## src/rtl/piece_bag.sv

```systemverilog
// piece_bag: 7-bag tetromino randomizer with a depth_p-entry preview FIFO; PIECE_BAG_UNIFORM_EN bypasses the bag.
// Draws land one cycle later; a full FIFO stalls draws unless the head is popped that cycle.
module piece_bag #(
    parameter int rand_width_p = 65,
    parameter int depth_p      = 3,
    parameter int max_retry_p  = 7
) (
    input  logic                         clk_i,
    input  logic                         reset_i,
    input  logic [rand_width_p-1:0]      random_i,
    output logic                         v_o,
    output logic [2:0]                   piece_o,
    input  logic                         yumi_i,
    output logic [3*depth_p-1:0]         preview_o,
    output logic [$clog2(depth_p+1)-1:0] count_o,
    output logic [6:0]                   bag_o
);
    localparam int cnt_w = $clog2(depth_p + 1);
    localparam int ret_w = $clog2(max_retry_p + 1);
    localparam logic [cnt_w-1:0] depth_c     = cnt_w'(depth_p);
    localparam logic [ret_w-1:0] max_retry_c = ret_w'(max_retry_p);

    logic [2:0]       fifo      [depth_p];
    logic [2:0]       fifo_next [depth_p];
    logic [cnt_w-1:0] count, count_next, count_kept;
    logic [6:0]       bag, bag_next;
    logic [ret_w-1:0] retry, retry_next;
    logic             valid;
    logic [2:0]       r, pick;
    logic             pop, draw, fallback, accept, push;

    assign r        = random_i[2:0];
    assign pop      = yumi_i && (count != '0);
    assign draw     = (count != depth_c) || pop;
    assign fallback = (retry == max_retry_c);
    assign push     = draw && (fallback || accept);

    if (rand_width_p > 3) begin : g_unused
        logic unused_rand;
        assign unused_rand = ^random_i[rand_width_p-1:3];
    end

`ifdef PIECE_BAG_UNIFORM_EN
    assign accept   = (r != 3'd7);
    assign pick     = fallback ? 3'd0 : r;
    assign bag_next = 7'h7F;
`else
    logic [7:0] bag8;
    logic [6:0] bag_left;
    logic [2:0] lowest;

    always_comb begin
        lowest = 3'd0;
        for (int p = 6; p >= 0; p--)
            if (bag[p]) lowest = 3'(p);
    end

    // Bit 7 is a permanent zero so r=7 rejects through the same lookup.
    assign bag8     = {1'b0, bag};
    assign accept   = bag8[r];
    assign pick     = fallback ? lowest : r;
    assign bag_left = bag & ~(7'd1 << pick);
    assign bag_next = push ? ((bag_left == '0) ? 7'h7F : bag_left) : bag;
`endif

    always_comb begin
        retry_next = retry;
        if (draw) retry_next = push ? '0 : retry + ret_w'(1);
    end

    always_comb begin
        count_kept = count - cnt_w'(pop);
        for (int k = 0; k < depth_p; k++) fifo_next[k] = fifo[k];
        if (pop) begin
            for (int k = 0; k < depth_p - 1; k++) fifo_next[k] = fifo[k+1];
            fifo_next[depth_p-1] = 3'd0;
        end
        // Tail slot is measured after the pop so push and pop compose.
        for (int k = 0; k < depth_p; k++)
            if (push && (cnt_w'(k) == count_kept)) fifo_next[k] = pick;
        count_next = count_kept + cnt_w'(push);
    end

    always_ff @(posedge clk_i) begin
        if (reset_i) begin
            for (int k = 0; k < depth_p; k++) fifo[k] <= 3'd0;
            count <= '0;
            bag   <= 7'h7F;
            retry <= '0;
            valid <= 1'b0;
        end else begin
            fifo  <= fifo_next;
            count <= count_next;
            bag   <= bag_next;
            retry <= retry_next;
            valid <= (count_next != '0);
        end
    end

    assign v_o     = valid;
    assign piece_o = fifo[0];
    assign count_o = count;
    assign bag_o   = bag;

    for (genvar k = 0; k < depth_p; k++) begin : g_prev
        assign preview_o[3*k +: 3] = fifo[k];
    end
endmodule

```

## config.mk

```make
export PLATFORM = sky130hd
export DESIGN_NAME = piece_bag
export DESIGN_NICKNAME = d
export VERILOG_FILES = /design/src/rtl/piece_bag.sv
export SDC_FILE = /design/constraint.sdc
export NUM_CORES = 1
export LEC_CHECK = 0
export CORE_MARGIN = 2
export CORE_UTILIZATION = 38
export DETAILED_ROUTE_END_ITERATION = 10
export PLACE_DENSITY_LB_ADDON = 0.05
export SYNTH_ARGS = -nofsm -noshare
export SYNTH_HDL_FRONTEND = slang
export SYNTH_SLANG_ARGS = --single-unit
export TNS_END_PERCENT = 1
```

## constraint.sdc

```tcl
create_clock -name clk_i -period 5.2 [get_ports clk_i]
set_input_delay 1.04 -clock clk_i [delete_from_list [all_inputs] [get_ports clk_i]]
set_output_delay 1.04 -clock clk_i [all_outputs]
set_load 0.01 [all_outputs]
```

==> flow_summary.yaml, run 1 <==
routing:
  vias: 1148
  wirelength_um: 3216
  drtPass1Iterations: 4
  ant_nets: 0
  wire_per_inst_um: 15.31
  initialDrtViolationCount: 37
  viasPerCell: 5.467
  drc: 0
finish:
  layout.nets: 237
  n_antenna_cell: 0
  final_area_um2: 1614
  drive_above_1_share_pct: 12.80
  area_growth_pct: 24.04
clock_tree:
  clock_latency_ps: 320
  post-cts-setup-buffers: 0
  root_buffer: "clkbuf_4"
  post_cts_resize_count: 0
  cts.sinks: 22
  cts_buffer_depth: 2
  cts_tree: "built"
  cts_buffers: 3
  clkTransAtPathRegs_ps: 130
  hold_buffers: 0
  h-tree-depth: 1
die:
  core-area_um2: 3311
  die_w_um: 62.52
  initial_core_util_pct: 39.30
  dieHeight_um: 62.52
  io_pins: 90
  row_count: 21
  die_area_um2: 3908
sta:
  post-route-period-util_pct: 66.01
  rsz0062_at_grt: "no"
  worst_slew_pin_slew_ps: 756.4
  skew_ps: 9.815
  min_period_ps: 3432
  final_hold_viol_count: 0
  fmax_mhz: 291.3
  tns_ps: 0
  final_max_slew_viol_count: 0
  slew_headroom_pct: 49.23
  setup_viol: 0
critical_path:
  path_class: "in2reg"
  worstPathRequired_ps: 5410
  cp-start-kind: "primary input"
  critPathMaxFanout: 7
  worstSetupEndpointType: "flip-flop"
  critPathArrivalTime_ps: 3640
synthesis:
  ys_seq_area_share_pct: 33.85
  yosys-top-cells-area: "dfxtp_1, mux2_2, a211oi_1"
  synth_cell_types: 43
  synth_edf_count: 0
  syn_avg_cell_area_um2: 9.229
  syn_nets: 213
  yosys_warnings: 0
  yosys.area.top_type_share_pct: 33.85
  synth_area_um2: 1301
  synthTopCellsByCount: "dfxtp_1, nor2_1, a211oi_1"
  synth_ff_type: "dfxtp_1"
  synthCells: 141
  post-synth-top-count-cell: "dfxtp_1"
  synth_top_cell_by_area: "dfxtp_1"
  ys_async_sr_fraction_pct: 0
  ys_ff_latch: 22
pwr:
  p_leak_uw: 0.0006118
  power_density_nw_per_um2: 428.7
  ir_worst_vdd_uv: 326.3
placement:
  io_buffers: 27
  globalplace.congestion: 0.8339
  dp_hpwl_um: 2349
  dpl_cell_area_um2: 1578
worst_hold_path:
  holdCritPathClass: "reg2reg"
status:
  status: "finished, final reports clean"
grt:
  grt_usage_pct: 16.89
  antenna_found_initial: 0
  grt_max_degree: 22
  grt_pass1_wl_um: 5313
  gr-total-overflow: 0
  grt_pass1_vias: 1112
flow_run:
  cap_viol_max_count: 0
power breakdown:
group	internal [µW]	switching, µW	total, µW
clock	42.8	55.1	97.9
combinational	186	156	342
sequential	212	39.7	252
total	441	251	692
sequential cells by signal, indices dropped and copies added (netlist names):
name and count:
piece_o 3, v_o 1, preview_o 6, retry 3, bag_o 7, count_o 2
layout by cell type (no fill, tap or decap), drive strengths merged, types with 5 or more instances in the layout:
cell           count
o21ai              9
nand2b             5
nand2              5
clkdlybuf4s50     27
nor2              13
mux2               7
nand3b             7
a211oi             8
inv                7
dfxtp             22
metal layers:
layer  up-vias  wire length [µm]  GRT usage [%]  share of wire (%)
li1        567                 -              -                  -
met5         -                 0              0                  0
met3         4               137          3.964                4.3
met2        31              1486          26.48                 46
met4         0                27          4.722               0.84
met1       546              1564          23.21                 49
final timing paths:
path	startpoint	endpoint	slack [ps]	cells after the start
setup / recovery	random_i[1]	v_o	1770	9
hold / removal	retry[1]	retry[1]	540	2
setup reg to reg	retry[0]	bag_o[6]	2520	8
hold reg to reg	retry[1]	retry[1]	540	2
final cells by class:
type / instances / area, µm²
inverter: 7 / 26.28
sequential: 22 / 440.4
tap: 46 / 57.56
multi-input combinational: 104 / 783.3
fill: 347 / 1697
timing repair buffer: 27 / 270.3
clock buffer: 4 / 36.28
worst max-delay path, stage by stage:
cell             delay (ps)
clkdlybuf4s50_1         560
mux2_2                  360
mux4_2                  490
o22ai_2                 300
inv_1                   120
ha_1                    230
xnor2_1                 160
nor2_1                   60
or2_2                   310
cell families after synthesis:
group,Yosys count,share of synthesized area [%]
flops,22,33.85
compound gates,35,21.83
xor+xnor,2,1.346
buf+inv,15,5.961
fa+ha+maj,4,3.846
simple gates,51,22.31
mux,12,10.87
stage by stage:
stage	power (µW)	hold WS [ps]	util, %	cells	worst slack, ps
6_report	691.9	537.1	48.75	210	1768
2_1_floorplan	464.5	481.5	-	141	2290
3_5_place_dp	599.0	513.9	47.66	206	1458
4_1_cts	698.1	546.6	48.75	210	1783
5_1_grt	746.6	604.2	48.75	210	1643
3_3_place_gp	590.1	496.5	47.66	206	1460
No activity file was read; power rests on OpenSTA's default activity.
==> run 2, diff against run 1 <==
CORE_UTILIZATION = 35   (was 38)
clock period = 3.33 ns   (was 5.2 ns; I/O delays follow)
==> flow_summary.yaml, run 2 (synthesized netlist as in run 1, its figures left out) <==
placement:
  globalplace.congestion: 0.8207
  pre_cts_ws_ps: 119.9
  dp_hpwl_um: 2254
  io_buffers: 27
critical_path:
  reg2reg_to: "bag_o[1]"
  ff2ff_path_depth: 8
  cp-start-kind: "primary input"
  rrSetupSlack_ps: 730
  timing.rr.start: "retry[0]"
  critPathArrivalTime_ps: 3090
  critPathMaxFanout: 5
  worstSetupEndpointType: "flip-flop"
  worstPathRequired_ps: 3490
  path_class: "in2reg"
die:
  io_pins: 90
  core-area_um2: 3606
  die_area_um2: 4222
  dieHeight_um: 64.98
  die_w_um: 64.98
  row_count: 22
  initial_core_util_pct: 36.09
worst_hold_path:
  holdCritPathClass: "reg2reg"
  min_from: "retry[1]"
  holdPathStages: 2
  min_to: "retry[1]"
clock_tree:
  post-cts-setup-buffers: 0
  root_buffer: "clkbuf_8"
  cts_buffer_depth: 2
  hold_buffers: 0
  post_cts_resize_count: 0
  cts.sinks: 22
  cts_buffers: 3
  h-tree-depth: 1
  clock_latency_ps: 270
  cts_tree: "built"
  clkTransAtPathRegs_ps: 80
pwr:
  p_switching_uw: 394.6
  combPwrFrac_pct: 47.9
  p_clk_share_pct: 17.4
  seq_power_share_pct: 34.7
  p_leak_uw: 0.0006291
  power_density_nw_per_um2: 684.4
  internal_power_uw: 734.9
  p_sw_share_pct: 34.93
  ir_worst_vdd_uv: 303.1
sta:
  finalWorstSetupSlack_ps: 390.8
  min_period_ps: 2939
  final_max_slew_viol_count: 0
  worst_slew_pin_slew_ps: 704.7
  tns_ps: 0
  setup_viol: 0
  final_hold_viol_count: 0
  skew_ps: 2.044
  slew_headroom_pct: 52.88
  rsz0062_at_grt: "no"
  fmax_mhz: 340.2
  post-route-period-util_pct: 88.27
routing:
  wirelength_um: 3153
  ant_nets: 0
  drtPass1Iterations: 6
  viasPerCell: 5.364
  initialDrtViolationCount: 43
  wire_per_inst_um: 14.73
  drc: 0
  vias: 1148
grt:
  gr-usage-met3_pct: 3.819
  grt_usage_pct: 16.29
  antenna_found_initial: 0
  gr-total-overflow: 0
  grt_pass1_vias: 1024
  grt_pass1_wl_um: 5285
  gr-usage-met2_pct: 23.20
  grt_max_degree: 22
  grt-busiest-layer: "met1"
  use_met1_pct: 24.09
finish:
  mostFrequentLayoutCell: "clkdlybuf4s50_1"
  largest_register_ffs: 7
  drive_above_1_share_pct: 13.86
  layout.nets: 239
  n_antenna_cell: 0
  area_growth_pct: 26.83
  final_cell_mix: "clkdlybuf4s50_1, dfxtp_1, nor2_1, a211oi_1"
flow_run:
  cap_viol_max_count: 0
status:
  status: "finished, final reports clean"
run 2: changes by cell type in the layout (fill, tap and decap cells not counted):
cell and delta:
buf_4 +2, clkbuf_4 -3, clkbuf_8 +3
run 2: worst max-delay path by stage:
stage,slack [ps],startpoint,cells past startpoint,to
global route,230,random_i[1],9,v_o
finish,390,random_i[1],9,v_o
floorplan,790,random_i[1],8,v_o
global placement,110,random_i[1],9,v_o
detailed placement,120,random_i[1],9,v_o
CTS,390,random_i[1],9,v_o
run 2: layout make-up:
cell class | count | area, µm²
fillers | 357 | 1956
multi-input cells | 104 | 783.3
flip-flops and latches | 22 | 440.4
repair buffers | 29 | 285.3
well taps | 48 | 60.06
clock buffers | 4 | 55.05
inverters | 7 | 26.28
run 2: power by group through the flow:
stage          clock (µW)  combinational [µW]  sequential [µW]
2_1_floorplan           0                 312              413
3_3_place_gp            0                 542              395
3_5_place_dp            0                 543              396
4_1_cts               203                 548              392
5_1_grt               214                 603              404
6_report              196                 541              392
run 2: metal layers:
layer | vias up | wire [µm] | part of all wire (%)
li1 | 565 | - | -
met5 | - | 0 | 0
met1 | 555 | 1664 | 53
met3 | 4 | 142 | 4.5
met2 | 24 | 1304 | 41
met4 | 0 | 41 | 1.3
run 2: metrics by stage:
step | cell area, µm² | power (µW) | util, % | hold WS [ps] | cells
detailed placement | 1595 | 938.8 | 44.24 | 509.9 | 210
floorplan | 1301 | 725.4 | - | 481.5 | 141
CTS | 1650 | 1143 | 45.77 | 530.0 | 214
global placement | 1595 | 937.6 | 44.24 | 499.8 | 210
finish | 1650 | 1129 | 45.77 | 517.3 | 214
global route | 1650 | 1221 | 45.77 | 558.5 | 214
run 2: worst max-delay path: stages:
cell             delay [ps]
clkdlybuf4s50_1         570
mux2_2                  350
mux4_2                  490
o22ai_2                 150
inv_1                   100
ha_1                    210
xnor2_1                 150
nor2_1                   70
or2_2                   330
==> run 3, diff against run 2 <==
CTS_BUF_LIST = sky130_fd_sc_hd__clkbuf_16   (was default)
==> flow_summary.yaml, run 3 (synthesized netlist as in run 1, its figures left out) <==
status:
  status: "finished, final reports clean"
finish:
  utilization_pct: 46.43
  final_cell_mix: "clkdlybuf4s50_1, dfxtp_1, nor2_1, a211oi_1"
  layout.cells.non_filler: 214
  layout.nets: 239
  n_antenna_cell: 0
  mostFrequentLayoutCell: "clkdlybuf4s50_1"
  largest_register_ffs: 7
  drive_above_1_share_pct: 13.25
  area_growth_pct: 28.65
die:
  die_area_um2: 4222
  io_pins: 90
  die_w_um: 64.98
  initial_core_util_pct: 36.09
  core-area_um2: 3606
  row_count: 22
  dieHeight_um: 64.98
clock_tree:
  clock_latency_ps: 250
  cts.sinks: 22
  post_cts_resize_count: 0
  cts_buffers: 3
  clkTransAtPathRegs_ps: 60
  hold_buffers: 0
  cts_buffer_depth: 2
  cts_tree: "built"
  h-tree-depth: 1
  post-cts-setup-buffers: 0
  root_buffer: "clkbuf_16"
critical_path:
  worstPathRequired_ps: 3470
  ff2ff_path_depth: 8
  critPathArrivalTime_ps: 3080
  critPathMaxFanout: 5
  slowest_delay_ps: 570
  path_buf_inv: 2
  rrSetupSlack_ps: 730
  reg2reg_to: "bag_o[1]"
  timing.rr.start: "retry[0]"
  worstSetupEndpointType: "flip-flop"
  startpoint: "random_i[1]"
  crit_slowest_cell: "clkdlybuf4s50_1"
  cp_cell_sequence: "clkdlybuf4s50_1, mux2_2, mux4_2, o22ai_2, inv_1, ha_1, xnor2_1, nor2_1, or2_2"
  path_class: "in2reg"
  cp-start-kind: "primary input"
  path_delay_family: "multiplexers"
sta:
  min_period_ps: 2942
  rsz0062_at_grt: "no"
  tns_ps: 0
  worst_slew_pin_slew_ps: 702.8
  skew_ps: 2.005
  fmax_mhz: 339.9
  whs_ps: 512.5
  slew_headroom_pct: 52.78
  setup_viol: 0
  final_max_slew_viol_count: 0
  post-route-period-util_pct: 88.35
  final_hold_viol_count: 0
routing:
  wire_per_inst_um: 14.71
  ant_nets: 0
  wirelength_um: 3147
  viasPerCell: 5.332
  drtPass1Iterations: 4
  initialDrtViolationCount: 39
  vias: 1141
  drc: 0
worst_hold_path:
  holdPathStages: 2
  holdCritPathClass: "reg2reg"
  min_to: "retry[1]"
  min_from: "retry[1]"
grt:
  use_met1_pct: 23.64
  grt_pass1_wl_um: 5306
  grt_usage_pct: 16.39
  grt_max_degree: 22
  gr-total-overflow: 0
  gr-usage-met3_pct: 4.340
  gr-usage-met2_pct: 23.71
  grt_pass1_vias: 1031
  grt-busiest-layer: "met2"
  antenna_found_initial: 0
placement:
  io_buffers: 27
  globalplace.congestion: 0.8207
  place_inst: 210
  dp_hpwl_um: 2254
pwr:
  ir_worst_vdd_uv: 368.5
  power_density_nw_per_um2: 709.6
  finalPower_uw: 1188
  p_leak_uw: 0.0006389
flow_run:
  cap_viol_max_count: 0
-- run 3: cell count changes in the layout (fill, tap and decap cells not counted) --
cell,before,now
clkinv_1,0,1
clkbuf_16,0,3
clkbuf_8,4,0
-- run 3: per-stage QoR --
stage | setup slack (ps) | area [µm²]
after floorplan | 793.9 | 1301
after global placement | 111.9 | 1595
after detailed placement | 119.9 | 1595
after CTS | 370.4 | 1674
after global routing | 214.2 | 1674
final | 387.9 | 1674
-- run 3: layout make-up --
type                       instances  area, µm²
fill                             360       1932
sequential                        22      440.4
clock inverter                     1      3.754
tap                               48      60.06
inverter                           7      26.28
timing repair buffer              29      285.3
clock buffer                       3      75.07
multi-input combinational        104      783.3
-- run 3: tightest hold or removal path, stage by stage (launching register included) --
cell and delay [ps]:
dfxtp_1 330, a22oi_1 80, nor2_1 70
-- run 3: how the worst max path moves through the flow --
stage / endpoint / slack (ps) / cells after the start
after floorplan: v_o / 790 / 8
after CTS: v_o / 370 / 9
after detailed placement: v_o / 120 / 9
after global placement: v_o / 110 / 9
final: v_o / 390 / 9
after global routing: v_o / 210 / 9
-- run 3: metal layers --
layer / vias to the layer above / share of wire [%]
li1: 562 / -
met1: 544 / 49
met2: 31 / 43
met3: 4 / 6.5
met4: 0 / 1.3
met5: - / 0
-- run 3: where the power goes --
part | switching, µW | leakage, µW | total (µW) | internal (µW)
combinational | 244 | 0.000420 | 541 | 297
sequential | 60.2 | 0.000181 | 393 | 333
clock | 94.1 | 0.0000385 | 254 | 160
